## config.mk

```make
export PLATFORM = sky130hd
export DESIGN_NAME = serial_receiver_flat
export DESIGN_NICKNAME = d
export VERILOG_FILES = /design/src/rtl/serial_pkg.sv /design/src/rtl/serial_receiver_if.sv /design/src/rtl/serial_sync.sv /design/src/rtl/serial_receiver.sv /design/src/flat_wrapper.sv
export SDC_FILE = /design/constraint.sdc
export NUM_CORES = 1
export LEC_CHECK = 0
export ABC_AREA = 1
export CAP_MARGIN = 25
export CORE_UTILIZATION = 55
export CTS_CLUSTER_DIAMETER = 50
export CTS_CLUSTER_SIZE = 30
export DETAILED_ROUTE_END_ITERATION = 6
export PLACE_DENSITY_LB_ADDON = 0.12
export SLEW_MARGIN = 40
export SYNTH_ARGS = -nofsm -noshare
export SYNTH_HDL_FRONTEND = slang
export SYNTH_HIERARCHICAL = 1
export SYNTH_SLANG_ARGS = --single-unit
export TNS_END_PERCENT = 10
```

## constraint.sdc

```tcl
create_clock -name clk -period 1.7 [get_ports clk]
set_clock_uncertainty 0.1 [all_clocks]
set_input_delay 0.17 -clock clk [delete_from_list [all_inputs] [get_ports clk]]
set_output_delay 0.17 -clock clk [all_outputs]
set_load 0.005 [all_outputs]
```

## src/rtl/serial_pkg.sv

```systemverilog
// Shared definitions for the serial link (receiver and transmitter side).
package serial_pkg;

  typedef enum logic [2:0] {
    RX_IDLE,
    RX_START,
    RX_DATA,
    RX_PARITY,
    RX_STOP,
    RX_WAIT_IDLE
  } rx_state_t;

  localparam logic START_BIT  = 1'b0;
  localparam logic STOP_BIT   = 1'b1;
  localparam logic IDLE_LEVEL = 1'b1;

  // Parity bit a transmitter appends to data (zero-extended to 16 bits).
  function automatic logic parity_bit(input logic [15:0] data, input logic odd);
    return (^data) ^ odd;
  endfunction

endpackage

```

## src/rtl/serial_receiver_if.sv

```systemverilog
// Output-side bundle of serial_receiver: word handshake, error pulses, busy.
interface serial_receiver_if #(
  parameter int DATA_BITS = 8
);
  logic [DATA_BITS-1:0] rx_data;
  logic                 rx_valid;
  logic                 rx_ready;
  logic                 frame_err;
  logic                 parity_err;
  logic                 overrun;
  logic                 busy;

  modport master (
    output rx_data, rx_valid, frame_err, parity_err, overrun, busy,
    input  rx_ready
  );

  modport slave (
    input  rx_data, rx_valid, frame_err, parity_err, overrun, busy,
    output rx_ready
  );
endinterface

```

## src/rtl/serial_sync.sv

```systemverilog
// Two-flop synchronizer for an asynchronous single-bit input.
module serial_sync #(
  parameter logic RESET_VAL = 1'b1
) (
  input  logic clk,
  input  logic reset_n,
  input  logic d,
  output logic q
);
  logic meta;

  // Double-register the input; both stages reset to the idle level.
  always_ff @(posedge clk or negedge reset_n) begin
    if (!reset_n) begin
      meta <= RESET_VAL;
      q    <= RESET_VAL;
    end else begin
      meta <= d;
      q    <= meta;
    end
  end
endmodule

```

## src/rtl/serial_receiver.sv

```systemverilog
// Oversampling serial frame receiver with one-entry valid/ready output slot.
module serial_receiver
  import serial_pkg::*;
#(
  parameter int DATA_BITS  = 8,
  parameter int OVERSAMPLE = 16,
  parameter int PARITY_EN  = 0,
  parameter int PARITY_ODD = 0
) (
  input  logic clk,
  input  logic reset_n,
  input  logic serial_in,
  serial_receiver_if.master rx
);
  localparam int CW = $clog2(OVERSAMPLE);
  localparam int BW = $clog2(DATA_BITS);
  localparam logic [CW-1:0] CNT_HALF = CW'(OVERSAMPLE / 2 - 1);
  localparam logic [CW-1:0] CNT_FULL = CW'(OVERSAMPLE - 1);
  localparam logic [BW-1:0] BIT_LAST = BW'(DATA_BITS - 1);
  localparam logic          ODD      = (PARITY_ODD != 0);

  logic                 line;
  rx_state_t            state;
  logic [CW-1:0]        cnt;
  logic [BW-1:0]        bitn;
  logic [DATA_BITS-1:0] shreg;
  logic                 par_bad;
  logic                 mid_bit;
  logic                 stop_sample;

  serial_sync #(.RESET_VAL(IDLE_LEVEL)) u_sync (
    .clk     (clk),
    .reset_n (reset_n),
    .d       (serial_in),
    .q       (line)
  );

  assign mid_bit     = (cnt == CNT_FULL);
  assign stop_sample = (state == RX_STOP) && mid_bit;
  assign rx.busy     = (state != RX_IDLE);

  // Frame FSM: bit timing counters, LSB-first shift register, parity latch.
  always_ff @(posedge clk or negedge reset_n) begin
    if (!reset_n) begin
      state   <= RX_IDLE;
      cnt     <= '0;
      bitn    <= '0;
      shreg   <= '0;
      par_bad <= 1'b0;
    end else begin
      case (state)
        RX_IDLE: begin
          cnt <= '0;
          if (line == START_BIT) state <= RX_START;
        end
        RX_START: begin
          if (cnt == CNT_HALF) begin
            cnt     <= '0;
            bitn    <= '0;
            par_bad <= 1'b0;
            state   <= (line == START_BIT) ? RX_DATA : RX_IDLE;
          end else begin
            cnt <= cnt + 1'b1;
          end
        end
        RX_DATA: begin
          if (mid_bit) begin
            cnt   <= '0;
            shreg <= {line, shreg[DATA_BITS-1:1]};
            if (bitn == BIT_LAST) state <= (PARITY_EN != 0) ? RX_PARITY : RX_STOP;
            else                  bitn  <= bitn + 1'b1;
          end else begin
            cnt <= cnt + 1'b1;
          end
        end
        RX_PARITY: begin
          if (mid_bit) begin
            cnt     <= '0;
            par_bad <= (line != parity_bit(16'(shreg), ODD));
            state   <= RX_STOP;
          end else begin
            cnt <= cnt + 1'b1;
          end
        end
        RX_STOP: begin
          if (mid_bit) begin
            cnt   <= '0;
            state <= (line == STOP_BIT) ? RX_IDLE : RX_WAIT_IDLE;
          end else begin
            cnt <= cnt + 1'b1;
          end
        end
        RX_WAIT_IDLE: begin
          if (line == IDLE_LEVEL) state <= RX_IDLE;
        end
        default: state <= RX_IDLE;
      endcase
    end
  end

  // Output slot and error pulses; completion is decided on the stop-bit sample edge,
  // so a same-cycle consume frees the slot for the new word.
  always_ff @(posedge clk or negedge reset_n) begin
    if (!reset_n) begin
      rx.rx_data    <= '0;
      rx.rx_valid   <= 1'b0;
      rx.frame_err  <= 1'b0;
      rx.parity_err <= 1'b0;
      rx.overrun    <= 1'b0;
    end else begin
      rx.frame_err  <= 1'b0;
      rx.parity_err <= 1'b0;
      rx.overrun    <= 1'b0;
      if (rx.rx_valid && rx.rx_ready) rx.rx_valid <= 1'b0;
      if (stop_sample) begin
        if (line != STOP_BIT) begin
          rx.frame_err <= 1'b1;
        end else if (par_bad) begin
          rx.parity_err <= 1'b1;
        end else if (!rx.rx_valid || rx.rx_ready) begin
          rx.rx_data  <= shreg;
          rx.rx_valid <= 1'b1;
        end else begin
          rx.overrun <= 1'b1;
        end
      end
    end
  end
endmodule

```

## src/flat_wrapper.sv

```systemverilog
// flat-port wrapper written by rule: the top's interface ports become plain ports
module serial_receiver_flat import serial_pkg::*;
#(
  parameter int DATA_BITS  = 8,
  parameter int OVERSAMPLE = 16,
  parameter int PARITY_EN  = 0,
  parameter int PARITY_ODD = 0
)
  (clk, reset_n, serial_in, rx_rx_data, rx_rx_valid, rx_frame_err, rx_parity_err, rx_overrun, rx_busy, rx_rx_ready);
  serial_receiver_if #(.DATA_BITS(DATA_BITS)) rx_i ();
  input  logic clk;
  input  logic reset_n;
  input  logic serial_in;
  output wire logic [$bits(rx_i.rx_data)-1:0] rx_rx_data;
  output wire logic [$bits(rx_i.rx_valid)-1:0] rx_rx_valid;
  output wire logic [$bits(rx_i.frame_err)-1:0] rx_frame_err;
  output wire logic [$bits(rx_i.parity_err)-1:0] rx_parity_err;
  output wire logic [$bits(rx_i.overrun)-1:0] rx_overrun;
  output wire logic [$bits(rx_i.busy)-1:0] rx_busy;
  input wire logic [$bits(rx_i.rx_ready)-1:0] rx_rx_ready;
  assign rx_rx_data = rx_i.rx_data;
  assign rx_rx_valid = rx_i.rx_valid;
  assign rx_frame_err = rx_i.frame_err;
  assign rx_parity_err = rx_i.parity_err;
  assign rx_overrun = rx_i.overrun;
  assign rx_busy = rx_i.busy;
  assign rx_i.rx_ready = rx_rx_ready;
  serial_receiver #(.DATA_BITS(DATA_BITS), .OVERSAMPLE(OVERSAMPLE), .PARITY_EN(PARITY_EN), .PARITY_ODD(PARITY_ODD)) u_core (.clk(clk), .reset_n(reset_n), .serial_in(serial_in), .rx(rx_i));
endmodule
```

# --- Word-level counts from Yosys, hierarchy flattened ---
# Index checks and enable logic that the tools add are counted.
totals:
  register_bits: 33
  in_bits: 4
  out_inout_bits: 13
  word_cells: 82
op_classes:
  add_sub_neg: 2
  eq_ne: 17
  mux: 34
  n_bitwise: 1
  reduce_logical: 16
ops:
  columns: ["operator", "count"]
  rows:
  - ["3-bit two-way mux", 11]
  - ["3-bit case mux with 6 select lines", 1]
  - ["1-bit two-way mux", 16]
  - ["16-bit XOR reduction", 1]
  - ["4-bit case mux with 3 select lines", 1]
  - ["2-bit by 1-bit != test with 1-bit output, second input constant", 5]
  - ["3-bit equality test, second input constant", 3]
  - ["4-bit two-way mux", 2]
  - ["4-bit AND reduction", 2]
  - ["7-bit AND reduction", 1]
  - ["3-bit by 2-bit equality test with 1-bit output, second input constant", 2]
  - ["2-bit != test, second input constant", 3]
  - ["3-bit case mux with 2 select lines", 1]
  - ["3-bit nonzero test", 2]
  - ["4-bit by 1-bit adder with 4-bit output, second input constant", 1]
  - ["4-bit by 3-bit equality test with 1-bit output, second input constant", 1]
  - ["4-bit equality test, second input constant", 1]
  - ["2-bit nonzero test", 2]
  - ["3-bit by 1-bit adder with 3-bit output, second input constant", 1]
  - ["3-bit by 1-bit equality test with 1-bit output, second input constant", 1]
  - ["3-bit zero test", 1]
  - ["3-bit AND reduction", 1]
  - ["3-bit OR reduction", 1]
  - ["1-bit logical AND", 2]
  - ["other kinds (7)", 7]

# --- Logic depth before layout (Yosys ltp) ---
depth:
  depth_word: 6
  mapped_depth: 9
  ltp_nobuf: 9

# --- Hierarchy ---
# The synthesis kept the hierarchy.
by_module_without_submodules:
  columns: ["mod", "instances", "cells_per_inst", "area_per_inst_um2"]
  rows:
  - ["serial_receiver", 1, 192, 1619.1]
  - ["serial_sync", 1, 2, 52.6]

# --- Worst setup path after synthesis ---
# No wires, ideal clock.
synth_timing:
  kind: "reg2reg"
  start: "reg u_core.cnt[0]"
  end: "reg u_core.rx.rx_data[6]"
  setup_ns: 0.119
  arrival_ns: 1.327
  t_required_ns: 1.481
  setup_slack_ns: 0.154
  path_stages_with_launch: 10
  path_buffers: 1
  synth_period_minus_slack_ns: 1.546
  path_cell_list: "dfrtp_1 ha_1 nand2_2 nor2_4 nand2_4 nor2_4 nand3_4 buf_6 nand2_1 o21ai_2"
synth_between:
  elab_chain_len: 3
synth_lines:
  columns: ["item", "line", "source"]
  rows:
  - ["from (decl)", "serial_receiver.sv:24", "logic [CW-1:0] cnt;"]
  - ["from (signal assigned)", "serial_receiver.sv:63", "cnt <= cnt + 1'b1;"]
  - ["from (signal assigned)", "serial_receiver.sv:73", "cnt <= cnt + 1'b1;"]
  - ["from (signal assigned)", "serial_receiver.sv:82", "cnt <= cnt + 1'b1;"]
  - ["4-bit equality test", "serial_receiver.sv:38", "assign mid_bit = (cnt == CNT_FULL);"]
  - ["1-bit logical AND", "serial_receiver.sv:39", "assign stop_sample = (state == RX_STOP) && mid_bit;"]
  - ["4-bit AND reduction (no source line)", null, null]
  - ["to (signal assigned)", "serial_receiver.sv:121", "rx.rx_data <= shreg;"]
  - ["to (decl)", "serial_receiver_if.sv:14", "output rx_data, rx_valid, frame_err, parity_err, overrun, busy,"]
# Every way passes these cells.
# A chain may end at the register's enable or synchronous reset.

# --- Final worst setup path ---
layout_timing:
  start: "reg u_core.cnt[0]"
  end: "reg u_core.state[0]"
layout_between:
  elab_chain_len: 3
layout_lines:
  columns: ["item", "line", "source"]
  rows:
  - ["4-bit equality test or 4-bit by 3-bit equality test with 1-bit output (tied branches)", "serial_receiver.sv:38, serial_receiver.sv:57", null]
  - ["2-bit by 1-bit != test with 1-bit output (no source line)", null, null]
  - ["7-bit AND reduction (no source line) (*)", null, null]
  - ["to (signal assigned)", "serial_receiver.sv:61", "state <= (line == START_BIT) ? RX_DATA : RX_IDLE;"]
  - ["to (signal assigned)", "serial_receiver.sv:70", "if (bitn == BIT_LAST) state <= (PARITY_EN != 0) ? RX_PARITY : RX_STOP;"]
  - ["to (signal assigned)", "serial_receiver.sv:88", "state <= (line == STOP_BIT) ? RX_IDLE : RX_WAIT_IDLE;"]
  - ["to (decl)", "serial_receiver.sv:23", "rx_state_t state;"]
# Every way passes the cells marked *; elsewhere a longest branch is shown, timed or not.

==> run summary <==
CTS tree -> yes
Die ar. -> 3260 um^2
post-synthesis register bit count -> 33
post-DP HPWL -> 2.21 mm
Slew HR -> 72.1%
root buffer cell -> clkbuf_4
buffers added on ports -> 16
Top FF cell, synth -> dfrtp_1
drt wl/cell -> 12.2 um
Synth-to-Final Area Change -> 21.6%
clk slew on worst S/H paths -> 0.11 ns
largest cells by area after synthesis -> dfrtp_1 46%, nand2_1 14%, inv_1 4.7%
Final Net Count -> 234
DRT Wirelength -> 3.16 mm
Skew-Pair Late Insertion Delay -> 0.34 ns
CP endpoint kind -> flip-flop
die height -> 57.1 um
Mapped Area -> 1670 um^2
CTS Hold Buffers Added -> 0
DRC -> 2
clk sinks -> 33
combinational share of power -> 36.2%
Hold Fails Final Rpt -> 0
Worst-Margin Slew -> 0.418 ns
Initial Util -> 59.1%
largest net degree at the start of global routing -> 34
Internal -> 0.00131 W
sequential area share after synthesis -> 49.6%
core area -> 2830 um^2
status -> finished, violations left
Detailed Routing Iterations Pass 1 -> 6
most frequent cells in the layout -> 61 x nand2_1, 31 x dfrtp_1, 21 x inv_1
crit path max fanout -> 4
total power -> 0.00208 W
grt ovf -> 0
share of cells above drive strength 1 -> 24.1%
RSZ-0062 raised after global routing -> true
iteration-0 DRC count of the detailed router -> 99
DR vias/cell -> 5.15
CTS buffer count -> 5
Required @ worst endpoint -> 1.85 ns
ANT nets after route -> 0
Switching Power -> 0.000763 W
post-synth top area cell -> dfrtp_1
Ys Warns -> 6
Mapped Cells -> 194
critical path arrival -> 1.78 ns
Max Buffers Root-to-Sink -> 2
failing checks -> DRC
Synth top area share -> 46.4%
Tot GR Track Use -> 22.3%
leakage -> 0.980 nW
Mapped Nets -> 201
fin util -> 71.8%
async set-or-reset flop fraction in the synthesized netlist -> 100%
initial antenna violation count -> 0
Synth cell types -> 28
CP Launch Type -> flip-flop
Die X -> 57.1 um
# H-tree levels -> 2
Net Sw Frac -> 36.7%
PwrDens -> 1020 nW/um^2
vias in the first global route -> 1287
most common cell after layout, fill and taps aside -> nand2_1
Flop pwr share -> 43.5%
Vias -> 1335
clock power share -> 20.3%
EDFF count, synth -> 0
IO Pins -> 17
worst min path class -> input pin to async pin
Final Cycle Share -> 96.0%
first-pass GRT wire length -> 5.46 mm
worst ir drop on vdd -> 674 uV
Final min period -> 1.63 ns
Max Cap Viol -> 0
GPL Wtd Cong -> 0.883
final-report setup violation count -> 0
Fmax achieved -> 613 MHz
mean post-synth cell area -> 8.62 um^2
Setup Crit Path Kind -> flip-flop to flip-flop
Cell Rows -> 19
max-slew violations -> 0
diodes inserted -> 0
## Yosys cell counts, types with 2 or more instances
| library cell | n |
|---|---|
| nand2_1 | 63 |
| nor3_1 | 2 |
| nor2_2 | 2 |
| nand3_1 | 12 |
| o21ai_2 | 8 |
| ha_1 | 3 |
| nand2_4 | 2 |
| a21oi_1 | 3 |
| nor2_4 | 5 |
| dfrtp_1 | 31 |
| dfstp_2 | 2 |
| inv_1 | 21 |
| o21ai_0 | 14 |
| nor2_1 | 8 |
| nand2_2 | 2 |
| inv_2 | 4 |
## layout make-up
class,instances,area [um^2]
multi-input combinational,134,773
clock buffer,6,41.3
tap,31,38.8
clock inverter,2,10.0
sequential,33,828
timing repair buffer,27,241
inverter,26,98.8
fill,231,797
## sequential cells by signal (all words and copies together), names as in the netlist
register,count
u_core/rx.overrun,1
u_core/shreg,8
u_core/bitn,3
u_core/state,3
u_core/rx.rx_valid,1
u_core/rx.frame_err,1
u_core/u_sync/meta,1
u_core/rx.parity_err,1
u_core/cnt,4
u_core/u_sync/q,1
u_core/rx.rx_data,8
u_core/par_bad,1
## worst max-delay path, stage by stage (launching register included)
cell and delay (ns):
dfrtp_1 0.41, ha_4 0.16, nand2_2 0.07, nor2_4 0.19, inv_2 0.10, nand2_2 0.10, nand3_2 0.10, nor2_4 0.15
nand2_1 0.06, o21ai_0 0.08
## power groups by stage
stage / clock network (W) / logic, W / registers [W]
floorplan: 0 / 0.000434 / 0.000916
global placement: 0 / 0.000606 / 0.000914
detailed placement: 0 / 0.000620 / 0.000922
CTS: 0.000435 / 0.000656 / 0.000904
global route: 0.000463 / 0.000833 / 0.000909
finish: 0.000421 / 0.000753 / 0.000903
## layer usage
layer	GRT usage, %	routed length (um)	vias up
li1	-	-	688
met3	6.12	118	6
met2	38.3	1530	28
met5	0	0	-
met1	27.1	1460	613
met4	7.67	51	0
## metrics by stage
step	setup WS [ns]	std cells	TNS (ns)	hold slack, ns	area, um^2
after floorplan	0.154	194	0	-0.226	1670
after global placement	0.0867	244	0	0.246	1890
after detailed placement	-0.00236	244	-0.00475	0.253	1890
after CTS	-0.0268	255	-0.113	0.131	1970
after global routing	-0.0279	259	-0.0456	0.137	2030
final	0.0681	259	0	0.125	2030
## path summary, 6_finish.rpt
| path | slack [ns] | cells past startpoint | end | startpoint |
|---|---|---|---|---|
| max | 0.07 | 9 | u_core/state[0] | u_core/cnt[0] |
| min | 0.12 | 2 | u_core/rx.frame_err | reset_n |
| max reg2reg | 0.07 | 9 | u_core/state[0] | u_core/cnt[0] |
| min reg2reg | 0.26 | 0 | u_core/u_sync/q | u_core/u_sync/meta |
| max in group asynchronous | 1.03 | 2 | u_core/u_sync/q | reset_n |
| min in group clk | 0.14 | 1 | u_core/u_sync/meta | serial_in |
## logic make-up (layout without fill, tap and decap cells)
kind of cell | count (synthesis) | after routing | share of synthesized area (%)
AOI/OAI and AO/OA | 28 | 28 | 11.2
xor gates and xnor gates | 2 | 2 | 1.05
adders and majority gates | 3 | 3 | 2.25
buffers and inverters | 28 | 61 | 7.04
DFF | 33 | 33 | 49.6
and+or+nand+nor | 100 | 101 | 29.0
## repair_timing
| action | CTS | global route |
|---|---|---|
| setup buffers | 3 | 3 |
| gates resized for setup | 3 | 7 |
| pin swaps | 0 | 3 |
| setup endpoints to repair | 11 | 15 |
| gates cloned | 0 | 1 |
Note: power is estimated with default switching activity, not from simulation.
